File: src/rtl/arb_pkg.sv
// rtl/arb_pkg.sv - shared arbiter FSM state encodings and owner index width
package arb_pkg;

   localparam int OWNER_W = 2;

   typedef enum logic [1:0] {
      ST_IDLE  = 2'b00,
      ST_GRANT = 2'b01,
      ST_GAP   = 2'b10
   } arb_state_t;

endpackage

File: src/rtl/rr_pick4.sv
// rtl/rr_pick4.sv - combinational 4-way round-robin pick starting after last
module rr_pick4
   import arb_pkg::*;
(
   input  logic [3:0]         req,
   input  logic [OWNER_W-1:0] last,
   output logic               valid,
   output logic [OWNER_W-1:0] idx
);

   logic [OWNER_W-1:0] cand;

   // Offsets 1..4 from last; offset 4 wraps back to last itself.
   always_comb begin
      valid = 1'b0;
      idx   = '0;
      cand  = '0;
      for (int i = 1; i <= 4; i++) begin
         cand = last + i[OWNER_W-1:0];
         if (!valid && req[cand]) begin
            valid = 1'b1;
            idx   = cand;
         end
      end
   end

endmodule

File: src/rtl/rr_grant_sched.sv
// rtl/rr_grant_sched.sv - round-robin grant scheduler with hold timeout and gap cycle
module rr_grant_sched
   import arb_pkg::*;
#(
   parameter int MAX_HOLD = 8,
   parameter int HOLD_W   = 4
) (
   input  logic               clock,
   input  logic               reset,
   input  logic               req_0,
   input  logic               req_1,
   input  logic               req_2,
   input  logic               req_3,
   output logic               gnt_0,
   output logic               gnt_1,
   output logic               gnt_2,
   output logic               gnt_3,
   output logic [OWNER_W-1:0] owner,
   output logic               busy,
   output logic               preempt
);

   arb_state_t         state, state_n;
   logic [3:0]         gnt_r, gnt_n;
   logic [OWNER_W-1:0] owner_r, owner_n;
   logic [OWNER_W-1:0] last_owner, last_n;
   logic [HOLD_W-1:0]  hold_cnt, hold_n;
   logic               busy_r, busy_n;
   logic               preempt_r, preempt_n;

   logic [3:0]         req_v;
   logic               pick_valid;
   logic [OWNER_W-1:0] pick_idx;
   logic               owner_req;
   logic               other_req;

   assign req_v     = {req_3, req_2, req_1, req_0};
   assign owner_req = req_v[owner_r];
   assign other_req = |(req_v & ~(4'b0001 << owner_r));

   rr_pick4 u_pick (
      .req   (req_v),
      .last  (last_owner),
      .valid (pick_valid),
      .idx   (pick_idx)
   );

   always_ff @(posedge clock) begin
      if (reset) begin
         state      <= ST_IDLE;
         gnt_r      <= '0;
         owner_r    <= '0;
         last_owner <= 2'd3;
         hold_cnt   <= '0;
         busy_r     <= 1'b0;
         preempt_r  <= 1'b0;
      end else begin
         state      <= state_n;
         gnt_r      <= gnt_n;
         owner_r    <= owner_n;
         last_owner <= last_n;
         hold_cnt   <= hold_n;
         busy_r     <= busy_n;
         preempt_r  <= preempt_n;
      end
   end

   always_comb begin
      state_n   = ST_IDLE;
      gnt_n     = '0;
      owner_n   = owner_r;
      last_n    = last_owner;
      hold_n    = '0;
      preempt_n = 1'b0;
      case (state)
         ST_IDLE, ST_GAP: begin
            if (pick_valid) begin
               state_n = ST_GRANT;
               gnt_n   = 4'b0001 << pick_idx;
               owner_n = pick_idx;
               last_n  = pick_idx;
               hold_n  = HOLD_W'(1);
            end
         end
         ST_GRANT: begin
            if (!owner_req) begin
               state_n = ST_GAP;
            end else if (hold_cnt < HOLD_W'(MAX_HOLD)) begin
               state_n = ST_GRANT;
               gnt_n   = gnt_r;
               hold_n  = hold_cnt + HOLD_W'(1);
            end else if (other_req) begin
               state_n   = ST_GAP;
               preempt_n = 1'b1;
            end else begin
               // Nobody else waiting: keep the grant, counter saturates.
               state_n = ST_GRANT;
               gnt_n   = gnt_r;
               hold_n  = HOLD_W'(MAX_HOLD);
            end
         end
         default: begin
            state_n = ST_IDLE;
         end
      endcase
      busy_n = |gnt_n;
   end

   assign gnt_0   = gnt_r[0];
   assign gnt_1   = gnt_r[1];
   assign gnt_2   = gnt_r[2];
   assign gnt_3   = gnt_r[3];
   assign owner   = owner_r;
   assign busy    = busy_r;
   assign preempt = preempt_r;

endmodule

File: config.mk
export PLATFORM = sky130hd
export DESIGN_NAME = rr_grant_sched
export DESIGN_NICKNAME = d
export VERILOG_FILES = /design/src/rtl/arb_pkg.sv /design/src/rtl/rr_pick4.sv /design/src/rtl/rr_grant_sched.sv
export SDC_FILE = /design/constraint.sdc
export NUM_CORES = 1
export LEC_CHECK = 0
export BUFFER_PORTS_ARGS = -buffer_cell sky130_fd_sc_hd__buf_2
export CAP_MARGIN = 20
export CORE_MARGIN = 1
export CORE_UTILIZATION = 49
export CTS_BUF_LIST = sky130_fd_sc_hd__clkbuf_4
export DETAILED_ROUTE_END_ITERATION = 7
export GPL_TIMING_DRIVEN = 0
export PLACE_DENSITY_LB_ADDON = 0.1
export SLEW_MARGIN = 20
export SYNTH_ARGS = -nofsm -noshare
export SYNTH_HDL_FRONTEND = slang
export SYNTH_SLANG_ARGS = --single-unit
File: constraint.sdc
create_clock -name clock -period 2.4 [get_ports clock]
set_input_delay 0.6 -clock clock [delete_from_list [all_inputs] [get_ports clock]]
set_output_delay 0.6 -clock clock [all_outputs]
set_load 0.01 [all_outputs]
# Yosys cells after proc, flatten, opt, wreduce, memory -nomap -nowiden
# Cells that the tools add are included.
[totals]
inputBits = 6
word_cells = 71
out_inout_bits = 8
ff_bits = 16
[op_classes]
n_eq_ne = 2
add_sub_neg = 4
n_reduce_logical = 12
n_shift = 2
magnitude_cmp = 6
n_mux = 34
bitwise = 4
[ops]
columns = ["operator", "n"]
rows = [
  ["$mux W4", 7],
  ["$pmux W4 S2", 2],
  ["$lt A2 B3 Y1 const B", 5],
  ["$mux W2", 7],
  ["$mux W1", 12],
  ["$reduce_or A4 Y1", 3],
  ["$bmux W1 S2", 5],
  ["$shl A1 B2 Y4 const A", 2],
  ["$add A2 B2 Y2 const B", 2],
  ["$add A4 B1 Y4 const B", 1],
  ["$and A4 B4 Y4", 1],
  ["$lt A4 B4 Y1 const B", 1],
  ["$not A4 Y4", 1],
  ["$pmux W2 S2", 1],
  ["$logic_and A1 B1 Y1", 3],
  ["$logic_not A1 Y1", 3],
  ["$add A2 B1 Y2 const B", 1],
  ["$eq A2 B1 Y1 const B", 1],
  ["$eq A2 B2 Y1 const B", 1],
  ["$logic_not A2 Y1", 1],
  ["$not A1 Y1", 2],
  ["$reduce_and A2 Y1", 1],
  ["$reduce_or A2 Y1", 1],
]

# Longest topological paths before layout
# Gate-level depths: netlist of run 1.
[logic_depth]
ltp_word = 17
depth_mapped = 5
mapped_depth_nobuf = 5

# By module
# A second synthesis of run 1 with hierarchy kept.
[unflattened]
hier_cells = 77
area_unflattened_um2 = 740.7
[by_module_without_submodules]
columns = ["module", "seq_area_each_um2", "area_per_inst_um2", "cells_each", "instances"]
rows = [
  ["rr_grant_sched", 320.3, 649.4, 63, 1],
  ["rr_pick4", 0.0, 91.3, 14, 1],
]

# Worst setup path before layout of run 1
# OpenSTA, ideal clock, no wires.
[synth_path]
kind = "input -> register"
startpoint = "input req_3"
endpoint = "register gnt_r[3]"
required_time_ns = 2.283
stages = 4
t_arrival_ns = 1.530
setup_ns = 0.117
n_path_buf = 0
setup_slack_ns = 0.753
cell_sequence = "mux4_2 > nand3b_4 > a31oi_4 > a32o_1"
[synth_via]
elab_chain_len = 15
elab_cells_between_ends = 32
classes_between = "shift: 1; mux: 23; bitwise: 1; reduce/logical: 7"
[synth_lines]
columns = ["element", "line", "text"]
rows = [
  ["start, declared", "rr_grant_sched.sv:13", "input logic req_3,"],
  ["$bmux W1 S2", "rr_pick4.sv:20", "if (!valid && req[cand]) begin"],
  ["$mux W1 (implied by the code)", "rr_pick4.sv:20", ""],
  ["$mux W1", "rr_pick4.sv:20", ""],
  ["$logic_not A1 Y1", "rr_pick4.sv:20", ""],
  ["$logic_and A1 B1 Y1", "rr_pick4.sv:20", ""],
  ["$mux W1", "rr_pick4.sv:20", ""],
  ["$logic_not A1 Y1", "rr_pick4.sv:20", ""],
  ["$logic_and A1 B1 Y1", "rr_pick4.sv:20", ""],
  ["$mux W1", "rr_pick4.sv:20", ""],
  ["$logic_not A1 Y1", "rr_pick4.sv:20", ""],
  ["$logic_and A1 B1 Y1", "rr_pick4.sv:20", ""],
  ["$mux W2", "rr_pick4.sv:20", ""],
  ["$shl A1 B2 Y4", "rr_grant_sched.sv:79", "gnt_n = 4'b0001 << pick_idx;"],
  ["$mux W4", "rr_grant_sched.sv:77", "if (pick_valid) begin"],
  ["$pmux W4 S2 (*)", "rr_grant_sched.sv:75", "case (state)"],
  ["end signal, assigned", "rr_grant_sched.sv:59", "gnt_r <= gnt_n;"],
  ["end, declared", "rr_grant_sched.sv:24", "logic [3:0] gnt_r, gnt_n;"],
]
# Mark *: on every way between the ends. The rest lies on a longest branch, timed or not. The select of a mux whose other input is x is not followed.
# A chain may end at the register's enable or synchronous reset.

# Worst setup path after layout of run 1
[layout_path]
startpoint = "register owner_r[1], in the netlist owner[1]"
endpoint = "register gnt_r[3]"
[layout_via]
elab_chain_len = 8
elab_cells_between_ends = 10
classes_between = "shift: 1; mux: 6; bitwise: 2; reduce/logical: 1"
[layout_lines]
columns = ["element", "line", "text"]
rows = [
  ["start, declared", "rr_grant_sched.sv:25", "logic [OWNER_W-1:0] owner_r, owner_n;"],
  ["start signal, assigned", "rr_grant_sched.sv:60", "owner_r <= owner_n;"],
  ["$shl A1 B2 Y4", "rr_grant_sched.sv:39", "assign other_req = |(req_v & ~(4'b0001 << owner_r));"],
  ["$not A4 Y4", "rr_grant_sched.sv:39", ""],
  ["$and A4 B4 Y4", "rr_grant_sched.sv:39", ""],
  ["$reduce_or A4 Y1", "rr_grant_sched.sv:39", ""],
  ["$mux W4", "rr_grant_sched.sv:92", "end else if (other_req) begin"],
  ["$mux W4", "rr_grant_sched.sv:88", "end else if (hold_cnt < HOLD_W'(MAX_HOLD)) begin"],
  ["$mux W4 (*)", "rr_grant_sched.sv:86", "if (!owner_req) begin"],
  ["$pmux W4 S2 (*)", "rr_grant_sched.sv:75", ""],
]
# Marked as above.

==> metrics, run 1 <==
CP Launch Type=flip-flop; Worst Path Max Fanout=6; TritonCTS clock tree=yes; Clock Path Buffers=2; Rows=13; Fin Hold WS=0.4703 ns; placed inst area=between 800 and 900 µm²; GRT overflow=0; type of the worst setup path=reg -> reg; Arr. time, crit path=around 1.8 ns; VDD IR max=367.8 µV; post-DP HPWL=1160 µm; number of global-route vias before repair=~540; number of DRC markers in iteration 0=10; sw frac=30.74%; total chip power=a little under 0.6 mW; clock root buffer=clkbuf_4; most used standard cell by instance count after synthesis=dfxtp_1; post-CTS resize count=0; filler cell count in the final layout=between 100 and 150; Unique masters post-synth=31; R2R depth=4; Via density=~5.9; Largest stage delay, worst path=about 0.57 ns; fin nets=106; Fin. Hold Viols=0; post-route cell area=849.6 µm²; initial antenna violation count=0; leakage power=roughly 0.36 nW; Clock Latency Late Sink=just under 0.3 ns; Placeable Area=roughly 1400 µm²; cts hold-fix bufs=0; clock share of power=roughly a quarter; Synth Cell Area=roughly 740 µm²; H-tree depth=1; worst rel slew slack=a little over two thirds; Hold Path Class=reg -> reg; Vert. Die Dim=about 40 µm; final setup vio count=0; slowest cell on the critical path=mux4_2; drt pass-1 iters=4; die area=1668 µm²; # clock sinks=16; largest net degree at the start of global routing=11; PD cells=around 680 nW/µm²; Pint=approximately 0.40 mW; Post-CTS Setup Repair Bufs=0; CP delay by family, top=multiplexers; Hold Path Cell Cnt=2; worst slew pin tran=~0.45 ns; Yosys top cell by area=dfxtp_1; Synth top area share=a little over two fifths; synth cell count leaders=dfxtp_1 (16), nor2_1 (12), a21oi_1 (10), nand3_1 (5); outcome=finished, final reports clean; Starting Density=a little over half; async set-or-reset flop fraction in the synthesized netlist=0%; Final Critical Period=around 1.6 ns; Inserted Clock Buffers=3; drc violations=0; first-pass GRT wire length=about 2300 µm; CP Buf/Inv Count=0; max frequency=627.2 MHz; period utilisation layout=approximately 66%; syn nets=88; synth top area cells=dfxtp_1 (43%), a21oi_1 (6.8%), nor2_1 (6.1%), nand2b_1 (3.4%), nand3_1 (3.4%); net switching power figure=around 0.18 mW; max-cap violations=0; Post-Synthesis Cells=between 80 and 90; Via Count=668; RSZ-0062 raised after global routing=no; number of synthesized register bits=16; CP cell instances=mux4_2, nand3b_4, a31oi_4, a32o_1; Synth Warn #=0; TNS Setup=0 ns; Clk pin slew, worst setup/hold paths=approximately 0.090 ns; Most used DFF post-synth=dfxtp_1; Total Routed Length=1550 µm; Avg WL per Cell=around 14 µm; sequential share of power=53.7%; CP Data Required Time=between 2 and 3 ns; Area growth syn-to-layout=14.89%; Synth Area per Inst=9.129 µm²; Placer Congestion=between 0.8 and 0.9; DIE WIDTH=just over 40 µm; Post-Route Utilization=between 60% and 70%; layout cell share with drive strength beyond 1=20.41%; Comb power frac=21.3%; Crit path depth=4; Ports=14; Port Buffer Count=13; Layout Skew=0.005406 ns; Final Slew Violations=0; Worst Setup End Kind=flip-flop; register area share after synthesis=between 40 and 50%; Antenna Nets Post-Route=0; total track usage=22.54%; number of synthesized flops with an enable pin=0; ant diodes=0
tightest hold or removal path, stage by stage (launching register included):
cell and delay (ns):
dfxtp_1 0.33, nand2_1 0.05, a21oi_1 0.05
placed cells by master, fill, tap and decap left out, types with 2 or more instances in the layout:
cell      count
clkbuf_4      3
inv_1         2
nor2_1       12
nand2_1       4
a21o_1        2
a21oi_1      10
buf_2        13
dfxtp_1      16
nand2b_1      4
nand3_1       5
nor3_1        4
power groups by stage:
stage	logic [mW]	clock network, mW	registers, mW
2_1_floorplan	0.0811	0	0.320
3_3_place_gp	0.121	0	0.317
3_5_place_dp	0.123	0	0.319
4_1_cts	0.124	0.153	0.312
5_1_grt	0.138	0.167	0.316
6_report	0.124	0.146	0.313
state kept, by name, summed over array words and instances, names as in the netlist:
register and cells:
busy 1, gnt_r 4, hold_cnt 4, last_owner 2
owner 2, preempt 1, state 2
layout make-up:
cell class | count | area [µm²] | share of cell area, %
inverter | 2 | 7.507 | 0.8837
clock buffer | 3 | 22.52 | 2.651
sequential | 16 | 320.3 | 37.70
multi-input combinational | 62 | 407.9 | 48.01
timing repair buffer | 13 | 65.06 | 7.658
buffer | 1 | 3.754 | 0.4418
tap | 15 | 18.77 | 2.209
clock inverter | 1 | 3.754 | 0.4418
logic make-up (layout without fill, tap and decap cells):
kind of cell | Yosys count | count (layout) | share of synthesized area, %
buf+inv | 3 | 20 | 1.523
fa+ha+maj | 1 | 1 | 1.692
compound gates | 23 | 23 | 22.84
xor+xnor | 1 | 1 | 1.185
mux | 2 | 2 | 4.399
simple gates | 35 | 35 | 25.04
flops | 16 | 16 | 43.32
metal layers:
metal  global-route usage, %  up-vias  wire [µm]
met2                   36.33       12        736
li1                        -      336          -
met4                   5.000        0          8
met1                   27.42      318        736
met5                       0        -          0
met3                   9.783        2         69
metrics by stage:
step / cells / setup WS, ns
3_5_place_dp: 109 / 0.5220
4_1_cts: 113 / 0.8068
6_report: 113 / 0.8055
3_3_place_gp: 109 / 0.5389
2_1_floorplan: 81 / 0.7525
5_1_grt: 113 / 0.7332
path summary, 6_finish.rpt:
kind | slack, ns | endpoint | from
worst max register to register | 0.81 | gnt_r[3]$_SDFF_PP0_ | owner[1]$_SDFFE_PP0P_
worst min register to register | 0.47 | gnt_r[0]$_SDFF_PP0_ | gnt_r[0]$_SDFF_PP0_
worst max-delay path | 0.81 | gnt_r[3]$_SDFF_PP0_ | owner[1]$_SDFFE_PP0P_
worst min-delay path | 0.47 | gnt_r[0]$_SDFF_PP0_ | gnt_r[0]$_SDFF_PP0_
No activity file was read; power rests on OpenSTA's default activity.
==> run 2, diff against run 1 <==
clock period = 1.45 ns   (was 2.4 ns; I/O delays follow)
==> run 2 against run 1 <==
  * The run now ends with negative setup slack left
  * Largest power group unchanged
  * Via count down 1.2%
  * Design area increased by 4.1%
  * Worst setup slack worse by 0.82 ns
  * Worst hold slack worse by 0.045 ns
  * Critical endpoint unchanged
  * Clock power up 63%
  * Maximum frequency grew 8.7%
==> metrics, run 2 (synthesis results as in run 1) <==
R2R depth=4 (unchanged); Hold Path Cell Cnt=4 (+2); H-tree depth=1 (unchanged); Inserted Clock Buffers=3 (unchanged); Layout Skew=0.003307 ns (-0.002099 ns); number of DRC markers in iteration 0=7 (-3); max-cap violations=0 (unchanged); Placer Congestion=0.8456 (+0.61%); Fin. Hold Viols=0 (unchanged); filler cell count in the final layout=124 (-8.8%); total track usage=22.45% (-0.088 points); number of global-route vias before repair=568 (+4.6%); cts hold-fix bufs=0 (unchanged); Worst Path Max Fanout=6 (unchanged); outcome=finished with violations; reg-to-reg slack, setup=-0.02 ns (-0.82 ns); min-delay src=reset; met3 usage=6.522% (-3.3 points); Final Slew Violations=0 (unchanged); Port Buffer Count=13 (unchanged); first-pass GRT wire length=2449 µm (+4.4%); GRT overflow=0 (unchanged); Hold Path Class=in -> reg; max frequency=681.4 MHz (+8.7%); DIE WIDTH=40.85 µm (unchanged); Via density=5.690 (-3.8%); Clk pin slew, worst setup/hold paths=0.10 ns (about the same); Arr. time, crit path=1.64 ns (-0.14 ns); Total Routed Length=1510 µm (-2.6%); Final Critical Period=1.468 ns (-0.1270 ns); final setup vio count=2 (+2); ant diodes=0 (unchanged); Placeable Area=1350 µm² (unchanged); RSZ-0062 raised after global routing=yes; M1 GR Usage=27.85% (+0.43 points); met2 usage=37.89% (+1.6 points); most frequent cells in the layout=dfxtp_1 (14), buf_2 (13), nor2_1 (11), a21oi_1 (10), nand3_1 (5); drc violations=0 (unchanged); Worst Setup End Kind=flip-flop; total chip power=0.9826 mW (+69%); VDD IR max=967.5 µV (+160%); layout cell share with drive strength beyond 1=26.73% (+6.3 points); Ports=14 (unchanged); commonest non-fill, non-tap cell in the layout=dfxtp_1; Starting Density=54.77% (unchanged); Inst Count DP=109 (unchanged); PnR worst setup slack=-0.01750 ns (-0.8230 ns); Via Count=660 (-1.2%); CP Launch Type=flip-flop; largest net degree at the start of global routing=11 (unchanged); gr busiest metal=met2; Hold Path End=gnt_r[2]$_SDFF_PP0_; initial antenna violation count=0 (unchanged); type of the worst setup path=reg -> reg; Vert. Die Dim=40.85 µm (unchanged); Setup WS pre-CTS=-0.1910 ns (-0.7130 ns); leakage power=0.3780 nW (+4.2%); Avg WL per Cell=13.02 µm (-5.1%); TritonCTS clock tree=yes; # clock sinks=16 (unchanged); biggest regs=gnt_r: 4 flops, hold_cnt: 4 flops; PD cells=1111 nW/µm² (+62%); period utilisation layout=101.2% (+35 points); Clock Path Buffers=2 (unchanged); Rows=13 (unchanged); die area=1668 µm² (unchanged); worst slew pin tran=0.4448 ns (-0.003296 ns); Area growth syn-to-layout=19.63%; fin nets=109 (+2.8%); post-DP HPWL=1143 µm (-1.4%); worst rel slew slack=70.35% (+0.22 points); drt pass-1 iters=4 (unchanged); reg2reg start=owner[1]$_SDFFE_PP0P_; Clock Latency Late Sink=0.28 ns (about the same); crit path from=owner[1]$_SDFFE_PP0P_; Reg-to-Reg End=gnt_r[3]$_SDFF_PP0_; CP Data Required Time=1.63 ns (-0.96 ns); clock root buffer=clkbuf_4; Final Non-Filler Cells=116 (+2.7%); failing checks=negative setup slack; Antenna Nets Post-Route=0 (unchanged)
## run 2: cell types whose count changed in the layout (fill, tap and decap cells not counted)
cell / before / now
a22oi_2: 0 / 1
nor2_1: 12 / 11
nor2_2: 0 / 1
dfxtp_2: 0 / 1
dfxtp_4: 0 / 1
buf_4: 0 / 3
a22oi_1: 1 / 0
dfxtp_1: 16 / 14
## run 2: where the power goes
| group | switching (mW) | internal (mW) |
|---|---|---|
| Sequential | 0.0388 | 0.479 |
| Combinational | 0.123 | 0.103 |
| Clock | 0.139 | 0.0997 |
| Total | 0.301 | 0.682 |
## run 2: layout make-up
cell class,instances,area [µm²],area share [%]
inverter,2,7.507,0.8487
clock inverter,1,3.754,0.4243
multi-input combinational,62,415.4,46.96
sequential,16,325.3,36.78
clock buffer,3,22.52,2.546
buffer,1,3.754,0.4243
tap,15,18.77,2.122
timing repair buffer,16,87.58,9.901
## run 2: worst max-delay path, stage by stage (launching register included)
cell      delay [ns]
dfxtp_4         0.38
mux4_2          0.54
nand3b_4        0.13
a31oi_4         0.06
a32o_1          0.25
## run 2: per-layer routing
layer  vias up  wire (µm)
met4         0         10
met2         8        720
met3         2         30
li1        339          -
met1       311        748
met5         -          0
## run 2: what timing repair did
action | in CTS | in global routing
pin swaps | 2 | 3
hold endpoints to repair | 0 | 0
cloned | 0 | 0
setup endpoints to repair | 3 | 7
gates resized for setup | 2 | 1
setup buffers | 3 | 0
## run 2: worst max-delay path by stage
stage               cells after the start                   to
floorplan                               5  gnt_r[1]$_SDFF_PP0_
global placement                        6  gnt_r[1]$_SDFF_PP0_
detailed placement                      6  gnt_r[1]$_SDFF_PP0_
CTS                                     4  gnt_r[3]$_SDFF_PP0_
global route                            4  gnt_r[3]$_SDFF_PP0_
finish                                  4  gnt_r[3]$_SDFF_PP0_
## run 2: through the flow
step	hold WS [ns]	TNS [ns]	util, %	area, µm²
2_1_floorplan	0.4533	0	-	743.2
3_3_place_gp	0.4647	-0.7053	61.26	827.0
3_5_place_dp	0.4651	-0.8242	61.26	827.0
4_1_cts	0.4182	-0.01989	65.34	882.1
5_1_grt	0.4448	-0.2255	65.52	884.6
6_report	0.4250	-0.02277	65.52	884.6
==> run 3, diff against run 2 <==
BUFFER_PORTS_ARGS = -buffer_cell sky130_fd_sc_hd__buf_4   (was -buffer_cell sky130_fd_sc_hd__buf_2)
CELL_PAD_IN_SITES_DETAIL_PLACEMENT = 1   (was unset)
CELL_PAD_IN_SITES_GLOBAL_PLACEMENT = 1   (was unset)
CORE_UTILIZATION = 38   (was 49)
SETUP_SLACK_MARGIN = 0.15   (was unset)
==> run 3 against run 2 <==
  * The run now ends clean
  * Maximum frequency rose by 2.0%
  * Routed wire length is 18% higher
  * Core utilization is 11 points lower
  * Cell count increased by 10%
  * Combinational power up 19%
  * Global-route usage fell by 2.7 points
  * Worst setup slack improved by 0.029 ns
  * Register-to-register slack better by 0.03 ns
  * Sequential power is essentially flat
==> metrics, run 3 (synthesis results as in run 1) <==
Clk pin slew, worst setup/hold paths=0.09 ns (about the same); H-tree depth=1 (unchanged); Port Buffer Count=13 (unchanged); Clock Latency Late Sink=0.28 ns (about the same); fin nets=111 (+1.8%); GRT overflow=0 (unchanged); Placeable Area=1783 µm² (+32%); first-pass GRT wire length=2835 µm (+16%); Fin. Hold Viols=0 (unchanged); Antenna Nets Post-Route=0 (unchanged); Clock Path Buffers=2 (unchanged); Arr. time, crit path=1.62 ns (-0.02 ns); Hold Path Cell Cnt=4 (unchanged); Avg WL per Cell=13.91 µm (+6.8%); drt pass-1 iters=4 (unchanged); Placer Congestion=0.7567 (-11%); commonest non-fill, non-tap cell in the layout=buf_4; Final Non-Filler Cells=128 (+10%); Final Slew Violations=0 (unchanged); leakage power=0.4134 nW (+9.4%); Starting Density=41.47% (-13 points); reg2reg start=owner[1]$_SDFFE_PP0P_; Area growth syn-to-layout=31.81%; Worst Setup End Kind=flip-flop; Worst Path Max Fanout=6 (unchanged); outcome=finished, final reports clean; max-cap violations=0 (unchanged); Rows=15 (+2); most frequent cells in the layout=buf_4 (17), dfxtp_1 (13), nor2_1 (11), a21oi_1 (10); type of the worst setup path=reg -> reg; Inserted Clock Buffers=3 (unchanged); reg-to-reg slack, setup=0.01 ns (+0.03 ns); Ports=14 (unchanged); CP cell instances=mux4_2, nand3b_4, a31oi_4, a32o_1; CP delay by family, top=multiplexers; Hold Path End=gnt_r[2]$_SDFF_PP0_; post-DP HPWL=1347 µm (+18%); VDD IR max=869.2 µV (-10%); period utilisation layout=99.17% (-2.0 points); die area=2126 µm² (+27%); min-delay src=reset; RSZ-0062 raised after global routing=yes; Via density=5.313 (-6.6%); worst rel slew slack=69.51% (-0.84 points); number of DRC markers in iteration 0=9 (+2); ant diodes=0 (unchanged); TNS Setup=0 ns (+0.02277 ns); CP Launch Type=flip-flop; largest net degree at the start of global routing=11 (unchanged); Vert. Die Dim=46.11 µm (+13%); DIE WIDTH=46.11 µm (+13%); max frequency=695.4 MHz (+2.0%); Hold Path Class=in -> reg; slowest cell on the critical path=mux4_2; Final Critical Period=1.438 ns (-0.02947 ns); total track usage=19.79% (-2.7 points); CP Data Required Time=1.63 ns (about the same); initial antenna violation count=0 (unchanged); PD cells=1053 nW/µm² (-5.2%); final setup vio count=0 (-2); TritonCTS clock tree=yes; Via Count=680 (+3.0%); layout cell share with drive strength beyond 1=33.01% (+6.3 points); worst slew pin tran=0.4573 ns (+0.01257 ns); Reg-to-Reg End=gnt_r[3]$_SDFF_PP0_; # clock sinks=16 (unchanged); clock root buffer=clkbuf_4; biggest regs=gnt_r: 4 flops, hold_cnt: 4 flops; Layout Skew=0.0008192 ns (-0.002488 ns); drc violations=0 (unchanged); Inst Count DP=119 (+9.2%); R2R depth=4 (unchanged); Largest stage delay, worst path=0.54 ns (about the same); CP Buf/Inv Count=0 (unchanged); Total Routed Length=1780 µm (+18%); number of global-route vias before repair=643 (+13%)
-- run 3: metrics by stage --
stage / setup WS [ns] / cell area [µm²] / power [mW] / hold WS [ns] / util [%]
after CTS: -0.01847 / 950.9 / 1.021 / 0.3982 / 53.33
after global routing: -0.03066 / 974.7 / 1.085 / 0.4165 / 54.67
after floorplan: 0.03643 / 743.2 / 0.6644 / 0.4533 / -
final: 0.01196 / 974.7 / 1.026 / 0.4085 / 54.67
after global placement: -0.1463 / 872.1 / 0.7472 / 0.4662 / 48.91
after detailed placement: -0.1634 / 872.1 / 0.7531 / 0.4683 / 48.91
-- run 3: cell type report --
class / count / area [µm²]
clock inverter: 1 / 3.754
timing repair buffer: 18 / 138.9
multi-input combinational: 62 / 440.4
clock buffer: 3 / 22.52
tap: 25 / 31.28
fill: 208 / 808.3
buffer: 1 / 3.754
inverter: 2 / 7.507
sequential: 16 / 326.6
-- run 3: timing repair --
item                       CTS  global route
pin swaps                    9             7
setup endpoints to repair   10            15
gates resized for setup      7             3
cloned                       0             0
hold buffers                 0             0
setup buffers                4             1
-- run 3: worst max path at each step --
stage / to / depth (start not counted) / startpoint
2_1_floorplan: gnt_r[3]$_SDFF_PP0_ / 4 / owner[1]$_SDFFE_PP0P_
3_3_place_gp: gnt_r[3]$_SDFF_PP0_ / 5 / req_3
3_5_place_dp: gnt_r[1]$_SDFF_PP0_ / 6 / req_3
4_1_cts: gnt_r[1]$_SDFF_PP0_ / 5 / owner[1]$_SDFFE_PP0P_
5_1_grt: gnt_r[1]$_SDFF_PP0_ / 5 / owner[1]$_SDFFE_PP0P_
6_report: gnt_r[3]$_SDFF_PP0_ / 4 / owner[1]$_SDFFE_PP0P_
-- run 3: worst reg2reg max path: cells and delay by family (launching register included) --
family             cells  cell delay, ns
AOI/OAI and AO/OA      2            0.31
DFF                    1            0.36
muxes                  1            0.54
and+or+nand+nor        1            0.13
-- run 3: report_power, final --
group,total (mW),internal [mW],switching [mW]
logic,0.269,0.135,0.135
registers,0.519,0.480,0.0393
clock network,0.238,0.0999,0.138
-- run 3: routing by layer --
metal | routed length (µm) | global-route usage [%] | vias to the layer above
li1 | - | - | 343
met1 | 812 | 23.24 | 328
met2 | 897 | 31.83 | 7
met3 | 49 | 7.451 | 2
met4 | 22 | 8.824 | 0
met5 | 0 | 0 | -
